### config.mk
export PLATFORM = sky130hd
export DESIGN_NAME = out_capture
export DESIGN_NICKNAME = d
export VERILOG_FILES = /design/src/rtl/out_capture_pkg.sv /design/src/rtl/out_capture_fifo.sv /design/src/rtl/out_capture.sv
export SDC_FILE = /design/constraint.sdc
export NUM_CORES = 2
export LEC_CHECK = 0
export BUFFER_PORTS_ARGS = -buffer_cell sky130_fd_sc_hd__buf_2
export CAP_MARGIN = 20
export CORE_AREA = 2 2 517 519
export CTS_CLUSTER_SIZE = 14
export DETAILED_ROUTE_END_ITERATION = 10
export DIE_AREA = 0 0 519 521
export SLEW_MARGIN = 20
export SYNTH_ARGS = -nofsm -noshare
export SYNTH_HDL_FRONTEND = slang
export SYNTH_SLANG_ARGS = --single-unit
export TNS_END_PERCENT = 50
### constraint.sdc
create_clock -name clk -period 6.6 [get_ports clk]
set_input_delay 0.99 -clock clk [delete_from_list [all_inputs] [get_ports clk]]
set_output_delay 0.99 -clock clk [all_outputs]
set_load 0.03 [all_outputs]
### src/rtl/out_capture_pkg.sv
//------------------------------------------------------------------------------
// Module : out_capture_pkg
// Brief  : Register map, entry width and read-FSM states for out_capture.
// Rev    : 1.0
//------------------------------------------------------------------------------
`default_nettype none

package out_capture_pkg;

    localparam int ENTRY_W = 13;

    localparam logic [2:0] REG_STATUS   = 3'd0;
    localparam logic [2:0] REG_LEVEL_LO = 3'd1;
    localparam logic [2:0] REG_LEVEL_HI = 3'd2;
    localparam logic [2:0] REG_DATA_LO  = 3'd3;
    localparam logic [2:0] REG_DATA_HI  = 3'd4;
    localparam logic [2:0] REG_DROPPED  = 3'd5;

    typedef enum logic [1:0] {
        ST_IDLE     = 2'd0,
        ST_FETCH    = 2'd1,
        ST_ACK      = 2'd2,
        ST_WAIT_REL = 2'd3
    } rd_state_t;

endpackage

`default_nettype wire

### src/rtl/out_capture_fifo.sv
//------------------------------------------------------------------------------
// Module : out_capture_fifo
// Brief  : Synchronous FIFO, block-RAM storage, registered head read.
// Rev    : 1.0
//------------------------------------------------------------------------------
`default_nettype none

module out_capture_fifo
    import out_capture_pkg::*;
#(
    parameter int ADDR_W = 8
) (
    input  logic               clk,
    input  logic               reset,
    input  logic               clr,
    input  logic               push,
    input  logic [ENTRY_W-1:0] push_data,
    input  logic               pop,
    output logic [ENTRY_W-1:0] rd_data,
    output logic [ADDR_W:0]    level,
    output logic               full,
    output logic               empty
);

    localparam int              DEPTH    = 2**ADDR_W;
    localparam logic [ADDR_W:0] FULL_LVL = (ADDR_W+1)'(DEPTH);

    logic [ENTRY_W-1:0] mem [DEPTH];
    logic [ADDR_W-1:0]  wr_ptr;
    logic [ADDR_W-1:0]  rd_ptr;
    logic               do_push;
    logic               do_pop;

    // A pop in the same cycle frees the slot, so a push into a full FIFO is legal then.
    assign do_push = push && (!full || pop) && !clr;
    assign do_pop  = pop && !empty && !clr;
    assign full    = (level == FULL_LVL);
    assign empty   = (level == '0);

    always_ff @(posedge clk) begin
        if (do_push) begin
            mem[wr_ptr] <= push_data;
        end
        rd_data <= mem[rd_ptr];
    end

    always_ff @(posedge clk) begin
        if (reset || clr) begin
            wr_ptr <= '0;
            rd_ptr <= '0;
            level  <= '0;
        end else begin
            if (do_push) begin
                wr_ptr <= wr_ptr + 1'b1;
            end
            if (do_pop) begin
                rd_ptr <= rd_ptr + 1'b1;
            end
            case ({do_push, do_pop})
                2'b10:   level <= level + 1'b1;
                2'b01:   level <= level - 1'b1;
                default: level <= level;
            endcase
        end
    end

endmodule

`default_nettype wire

### src/rtl/out_capture.sv
//------------------------------------------------------------------------------
// Module : out_capture
// Brief  : Captures CPU OUT1/OUT2 words into a FIFO, serves them as host byte regs.
// Rev    : 1.0
//------------------------------------------------------------------------------
`default_nettype none

module out_capture
    import out_capture_pkg::*;
#(
    parameter int ADDR_W = 8
) (
    input  logic        clk,
    input  logic        reset,
    input  logic        out_strobe,
    input  logic        out_select,
    input  logic [11:0] out_data,
    input  logic        host_clr,
    input  logic        host_rd_req,
    input  logic [2:0]  host_rd_addr,
    output logic [7:0]  host_rd_data,
    output logic        host_rd_ack,
    output logic        out_pending
);

    rd_state_t          state;
    rd_state_t          state_nxt;
    logic               pop;
    logic               drop;
    logic               overflow;
    logic [7:0]         dropped;
    logic [ENTRY_W-1:0] head;
    logic [ADDR_W:0]    level;
    logic               full;
    logic               empty;

    logic [ADDR_W:0]    snap_level;
    logic               snap_full;
    logic               snap_empty;
    logic               snap_overflow;
    logic [7:0]         snap_dropped;
    logic [15:0]        level16;
    logic [7:0]         reg_mux;

    out_capture_fifo #(.ADDR_W(ADDR_W)) u_fifo (
        .clk       (clk),
        .reset     (reset),
        .clr       (host_clr),
        .push      (out_strobe),
        .push_data ({out_select, out_data}),
        .pop       (pop),
        .rd_data   (head),
        .level     (level),
        .full      (full),
        .empty     (empty)
    );

    assign drop        = out_strobe && !host_clr && full && !pop;
    assign out_pending = !empty;

    always_ff @(posedge clk) begin
        if (reset || host_clr) begin
            overflow <= 1'b0;
            dropped  <= 8'h00;
        end else if (drop) begin
            overflow <= 1'b1;
            if (dropped != 8'hFF) begin
                dropped <= dropped + 8'h01;
            end
        end
    end

    always_ff @(posedge clk) begin
        if (reset) begin
            state <= ST_IDLE;
        end else begin
            state <= state_nxt;
        end
    end

    always_comb begin
        state_nxt   = state;
        pop         = 1'b0;
        host_rd_ack = 1'b0;
        case (state)
            ST_IDLE:     if (host_rd_req) state_nxt = ST_FETCH;
            ST_FETCH:    state_nxt = ST_ACK;
            ST_ACK: begin
                host_rd_ack = 1'b1;
                pop         = (host_rd_addr == REG_DATA_HI) && !snap_empty;
                state_nxt   = ST_WAIT_REL;
            end
            ST_WAIT_REL: if (!host_rd_req) state_nxt = ST_IDLE;
            default:     state_nxt = ST_IDLE;
        endcase
    end

    // Status is frozen in FETCH; a clear in that cycle is reported as the post-clear view.
    always_ff @(posedge clk) begin
        if (reset) begin
            snap_level    <= '0;
            snap_full     <= 1'b0;
            snap_empty    <= 1'b1;
            snap_overflow <= 1'b0;
            snap_dropped  <= 8'h00;
        end else if (state == ST_FETCH) begin
            snap_level    <= host_clr ? '0    : level;
            snap_full     <= host_clr ? 1'b0  : full;
            snap_empty    <= host_clr ? 1'b1  : empty;
            snap_overflow <= host_clr ? 1'b0  : overflow;
            snap_dropped  <= host_clr ? 8'h00 : dropped;
        end
    end

    assign level16 = 16'(snap_level);

    always_comb begin
        reg_mux = 8'h00;
        case (host_rd_addr)
            REG_STATUS:   reg_mux = {snap_overflow, snap_full, snap_empty, 5'b0};
            REG_LEVEL_LO: reg_mux = level16[7:0];
            REG_LEVEL_HI: reg_mux = level16[15:8];
            REG_DATA_LO:  reg_mux = snap_empty ? 8'h00 : head[7:0];
            REG_DATA_HI:  reg_mux = snap_empty ? 8'h00 : {3'b0, head[12:8]};
            REG_DROPPED:  reg_mux = snap_dropped;
            default:      reg_mux = 8'h00;
        endcase
    end

    assign host_rd_data = (state == ST_ACK) ? reg_mux : 8'h00;

endmodule

`default_nettype wire

======== After elaboration in Yosys (flattened, before gate mapping) ========
Memory sizes are Yosys's and may differ from the RTL's. A register that Yosys moved wholly into a read port is not among the register bits.
Cells that the tools add are included.
word-level totals
  output and inout port bits .............. 10
  RAM bits ................................ 3328
  register bits ........................... 56
  bits of input ports ..................... 21
  memories kept ........................... 1
  word-level logic and storage cells ...... 69
memory list
  name        words  bits a word  read ports  clocked after Yosys merged registers in  wr ports  line                    RTL
  u_fifo.mem  256    13           1           1                                        1         out_capture_fifo.sv:28  logic [ENTRY_W-1:0] mem [DEPTH];
operators by class
  equal/unequal tests ..................... 14
  add/sub/neg operators ................... 5
  muxes and demuxes ....................... 17
  reductions and logical operators ........ 21
operator list
  kind                   count
  $pmux W8 S6            1
  $add A8 B1 Y8 const B  3
  $mux W8                3
  $pmux W9 S2            1
  $add A9 B1 Y9 const B  1
  $eq A9 B9 Y1 const B   1
  $logic_not A9 Y1       1
  $mux W9                1
  $sub A9 B1 Y9 const B  1
  $logic_and A1 B1 Y1    8
  $ne A8 B8 Y1 const B   1
  $pmux W2 S4            1
  $mux W1                7
  $eq A2 B2 Y1 const B   3
  $eq A3 B2 Y1 const B   2
  $eq A3 B3 Y1 const B   2
  $logic_not A1 Y1       5
  $mux W5                1
  $eq A2 B1 Y1 const B   2
  $mux W2                2
  $ne A2 B2 Y1 const B   2
  $reduce_and A2 Y1      2
  $eq A3 B1 Y1 const B   1
  $logic_not A3 Y1       1
  other kinds (3)        4

======== Logic depth before layout (Yosys ltp) ========
  depth in word-level cells ............... 8
  depth in mapped cells ................... 14
  mapped depth without buffers ............ 14

======== By module ========
From an unflattened synthesis, not the netlist that was laid out.
second synthesis, totals
  cell total of the unflattened synthesis .. 6278
  area total of the unflattened synthesis .. 131534.9 µm²
modules (own cells, without submodules)
  module            instances  cells each  seq. area each (µm²)  area each (µm²)
  out_capture_fifo  1          6071        100696.6              129825.8
  out_capture       1          207         620.6                 1709.1

======== Worst setup path after synthesis ========
Ideal clock, no wire load.
  path type ............................... input to register
  start ................................... input host_rd_addr[1]
  end ..................................... register u_fifo.level[8]
  slack ................................... 2.414 ns
  stages .................................. 14
  required time ........................... 6.542 ns
  library setup time ...................... 0.058 ns
  arrival time ............................ 4.128 ns
  cells stage by stage .................... buf_2 nor4b_4 nand2_1 a41oi_1 inv_1 ha_1 fa_1 a21o_1 a21oi_1 o21bai_1 a2111oi_0 o21ai_0 a211oi_1 a31o_2
between the ends
  word-level cells in the longest chain between the ends .. 8
  elaborated cells on any way between the ends .. 12
  classes of those cells .................. eq/ne (3); mux (2); reduce/logical (7)
ends and longest elaborated chain
  element                                                   line                    RTL
  start, declared                                           out_capture.sv:20       input logic [2:0] host_rd_addr,
  $eq A3 B3 Y1 *                                            out_capture.sv:90       pop = (host_rd_addr == REG_DATA_HI) && !snap_empty;
  $logic_and A1 B1 Y1 *                                     out_capture.sv:90
  $mux W1 *                                                 out_capture.sv:85       case (state)
  $logic_or A1 B1 Y1                                        out_capture_fifo.sv:35  assign do_push = push && (!full || pop) && !clr;
  $logic_and A1 B1 Y1 (2 in a row)                          out_capture_fifo.sv:35
  $eq A2 B1 Y1 / $eq A2 B2 Y1 (equally long branches)       out_capture_fifo.sv:59  case ({do_push, do_pop})
  $pmux W9 S2 / $reduce_bool A2 Y1 (equally long branches)  --
  end signal, assigned                                      out_capture_fifo.sv:60  2'b10: level <= level + 1'b1;
  end signal, assigned                                      out_capture_fifo.sv:61  2'b01: level <= level - 1'b1;
  end signal, assigned                                      out_capture_fifo.sv:62  default: level <= level;
  end, declared                                             out_capture_fifo.sv:20  output logic [ADDR_W:0] level,
Every way passes the cells marked *; elsewhere a longest branch is shown, timed or not.
A chain may end at the register's enable or synchronous reset.

==> results.yml <==
run_status:
  status: "complete, no violations"
die:
  dieArea_mm2: 0.270
  die_x_um: 519
  die_y_um: 521
  ios: 31
  start_util: 0.498
  coreArea_mm2: 0.264
  rows: 189
yosys:
  async_flop_share: 0
  synthFlopType: "edfxtp_1"
  muxShareOfSynthArea: 0.147
  synth_edf_count: 3328
  yosysSeqAreaShare: 0.770
  synth.top_cell.area_share: 0.759
  syn-num-nets: 6251
  synthesis.area_mm2: 0.132
  synth_top_area_cell: "edfxtp_1"
  yosys_warnings: 0
  ys_seq_elements: 3397
  synthAdderAreaFrac: 0.00186
  synth.avg_cell_area_um2: 21.2
  synth_xor_area_frac: 0.00146
  synth_top_family_by_area: "multiplexers"
  synth_compound_area_frac: 0.0382
  synth.area.top_cells: "edfxtp_1, mux4_2, mux2i_1"
  synthCells: 6211
  synth-simple-area-share: 0.0221
  synthDistinctLibCells: 90
route:
  firstDrtPassIters: 5
  drtIter0Drc: 10300
  drtAntennaViolNets: 0
  drc: 0
  wire_per_inst_um: 36.9
  avgViaCountPerCell: 6.53
  vias: 68200
  wirelength_um: 385000
clock_tree:
  holdBufCountCts: 0
  clk-insertion-delay-late_ps: 970
  numCtsBuffers: 357
  cts-root-buf: "clkbuf_16"
  cts_buffer_depth: 4
  cts_setup_buffers: 0
  h-tree-depth: 5
  ctsResizeCount: 0
  clkTransAtPathRegs_ps: 60
  clock_sinks: 3397
  cts_tree: "built"
hold_path:
  hold_path_class: "in -> reg"
global_routing:
  grt.total_usage: 0.282
  grt_overflow_total: 0
  antenna_found_initial: 19
  grt_pass1_vias: 66100
  grt_max_degree: 169
  grt_pass1_wl_um: 531000
worst_setup_path:
  crit_end: "u_fifo.rd_data[12]$_DFF_P_"
  worst_r2r_endpoint: "u_fifo.rd_data[12]$_DFF_P_"
  ff2ff_setup_slack_ps: 1530
  cp.arrival_ps: 5930
  cp-startpoint: "u_fifo.rd_ptr[3]$_SDFFE_PP0P_"
  reg2reg_depth: 7
  cp-end-kind: "flip-flop"
  crit_required_ps: 7460
  critPathKind: "reg -> reg"
  r2r-start: "u_fifo.rd_ptr[3]$_SDFFE_PP0P_"
  worstSetupStartpointType: "flip-flop"
  worst-path-max-fanout: 30
placed_design:
  port_buffers: 30
  pre_cts_slack_ps: 1430
  dp_hpwl_um: 233000
  gpl.final_weighted_congestion: 0.913
timing:
  fin_tns_setup_ps: 0
  tightest_slew_ps: 1290
  slew_viol_final: 0
  final.period_utilization: 0.768
  hold_viol_final: 0
  grt_setup_unrepaired: "no"
  skew_ps: 60.0
  fmax_mhz: 197
  fin_ws_ps: 1530
  slew_headroom: 0.133
  fin_crit_ps: 5070
  setup_viol: 0
final_layout:
  mostFrequentLayoutCell: "edfxtp_1"
  syn2layout_area_growth_pct: 13.0
  nets: 6680
  filler_cell_count: 19800
  drive_gt1_frac: 0.251
  final_cell_mix: "edfxtp_1, mux4_2, buf_4, clkbuf_16, nor2_1"
pwr:
  ir_drop_mv: 0.295
  p_leak_uw: 0.0454
  powerDensity_mw_per_mm2: 293
run:
  max-cap-violations: 0
## critical path, cell delays in order (launching register included)
cell      delay [ps]
dfxtp_4          900
nand3b_1         960
buf_4            590
o22ai_1          220
a211oi_1         110
a211oi_1        1120
o22ai_1          560
a221oi_1         430
## Yosys cell counts (all sizes together), types with 62 or more instances
cell type  count
a221oi        69
a211oi        62
a21oi        119
clkbuf       104
a22oi        130
o21ai         64
mux4         716
mux2i        298
dfxtp         69
nand2        134
buf          263
nor2         356
edfxtp      3328
## flip-flops by register name, indices dropped and copies added (netlist names)
| signal | count |
|---|---|
| dropped | 8 |
| overflow | 1 |
| snap_dropped | 8 |
| snap_empty | 1 |
| snap_full | 1 |
| snap_level | 9 |
| snap_overflow | 1 |
| state | 2 |
| u_fifo.level | 9 |
| u_fifo.mem | 3328 |
| u_fifo.rd_data | 13 |
| u_fifo.rd_ptr | 8 |
| u_fifo.wr_ptr | 8 |
## metal layers
layer / global-route usage / vias up / share of wire / wire, um
met4: 0.105 / 8 / 0.043 / 16600
met5: 0 / - / 0.000093 / 36
met2: 0.426 / 4103 / 0.46 / 176000
li1: - / 27000 / - / -
met3: 0.0614 / 712 / 0.11 / 40500
met1: 0.407 / 36400 / 0.40 / 152000
## how the worst min path moves through the flow
stage,end,from,cells past startpoint
5_1_grt,state[1]$_SDFFE_PP0P_,reset,2
6_report,snap_full$_SDFFE_PP0N_,reset,2
3_5_place_dp,snap_dropped[2]$_SDFFE_PP0N_,snap_dropped[2]$_SDFFE_PP0N_,1
2_1_floorplan,snap_dropped[0]$_SDFFE_PP0N_,snap_dropped[0]$_SDFFE_PP0N_,1
4_1_cts,snap_overflow$_SDFFE_PP0N_,reset,2
3_3_place_gp,overflow$_SDFFE_PP0P_,overflow$_SDFFE_PP0P_,2
## through the flow
step	instances	util	total power (uW)	hold slack (ps)	instance area, um^2
after floorplan	6211	-	24300	437	132000
after global placement	9807	0.520	24700	453	137000
after detailed placement	9814	0.521	24800	458	138000
after CTS	10400	0.562	43900	285	149000
after global routing	10400	0.563	44600	312	149000
final	10400	0.563	43600	348	149000
## power by group
part | internal, uW | switching, uW | total [uW] | leakage, uW
Combinational | 77.7 | 522 | 600 | 0.00945
Clock | 11200 | 8110 | 19300 | 0.00545
Sequential | 23700 | 19.1 | 23700 | 0.0305
Total | 35000 | 8650 | 43600 | 0.0454
## cell type report
cell class,instances,area (um^2),share of cell area
well taps,3533,4420,0.0297
repair buffers,439,3830,0.0257
clock buffers,441,9470,0.0636
multi-input cells,2430,28000,0.188
flip-flops and latches,3397,101000,0.681
inverters,15,61.3,0.000412
diodes,8,20.0,0.000135
clock inverters,182,1600,0.0108
## logic make-up (layout without fill, tap and decap cells)
group | after synthesis | after routing
compound gates | 701 | 701
xor+xnor | 22 | 22
fa+ha+maj | 19 | 19
buf+inv | 384 | 1077
flops | 3397 | 3397
mux | 1031 | 1031
other cells | 0 | 8
simple gates | 657 | 657
Note: power is estimated with default switching activity, not from simulation.
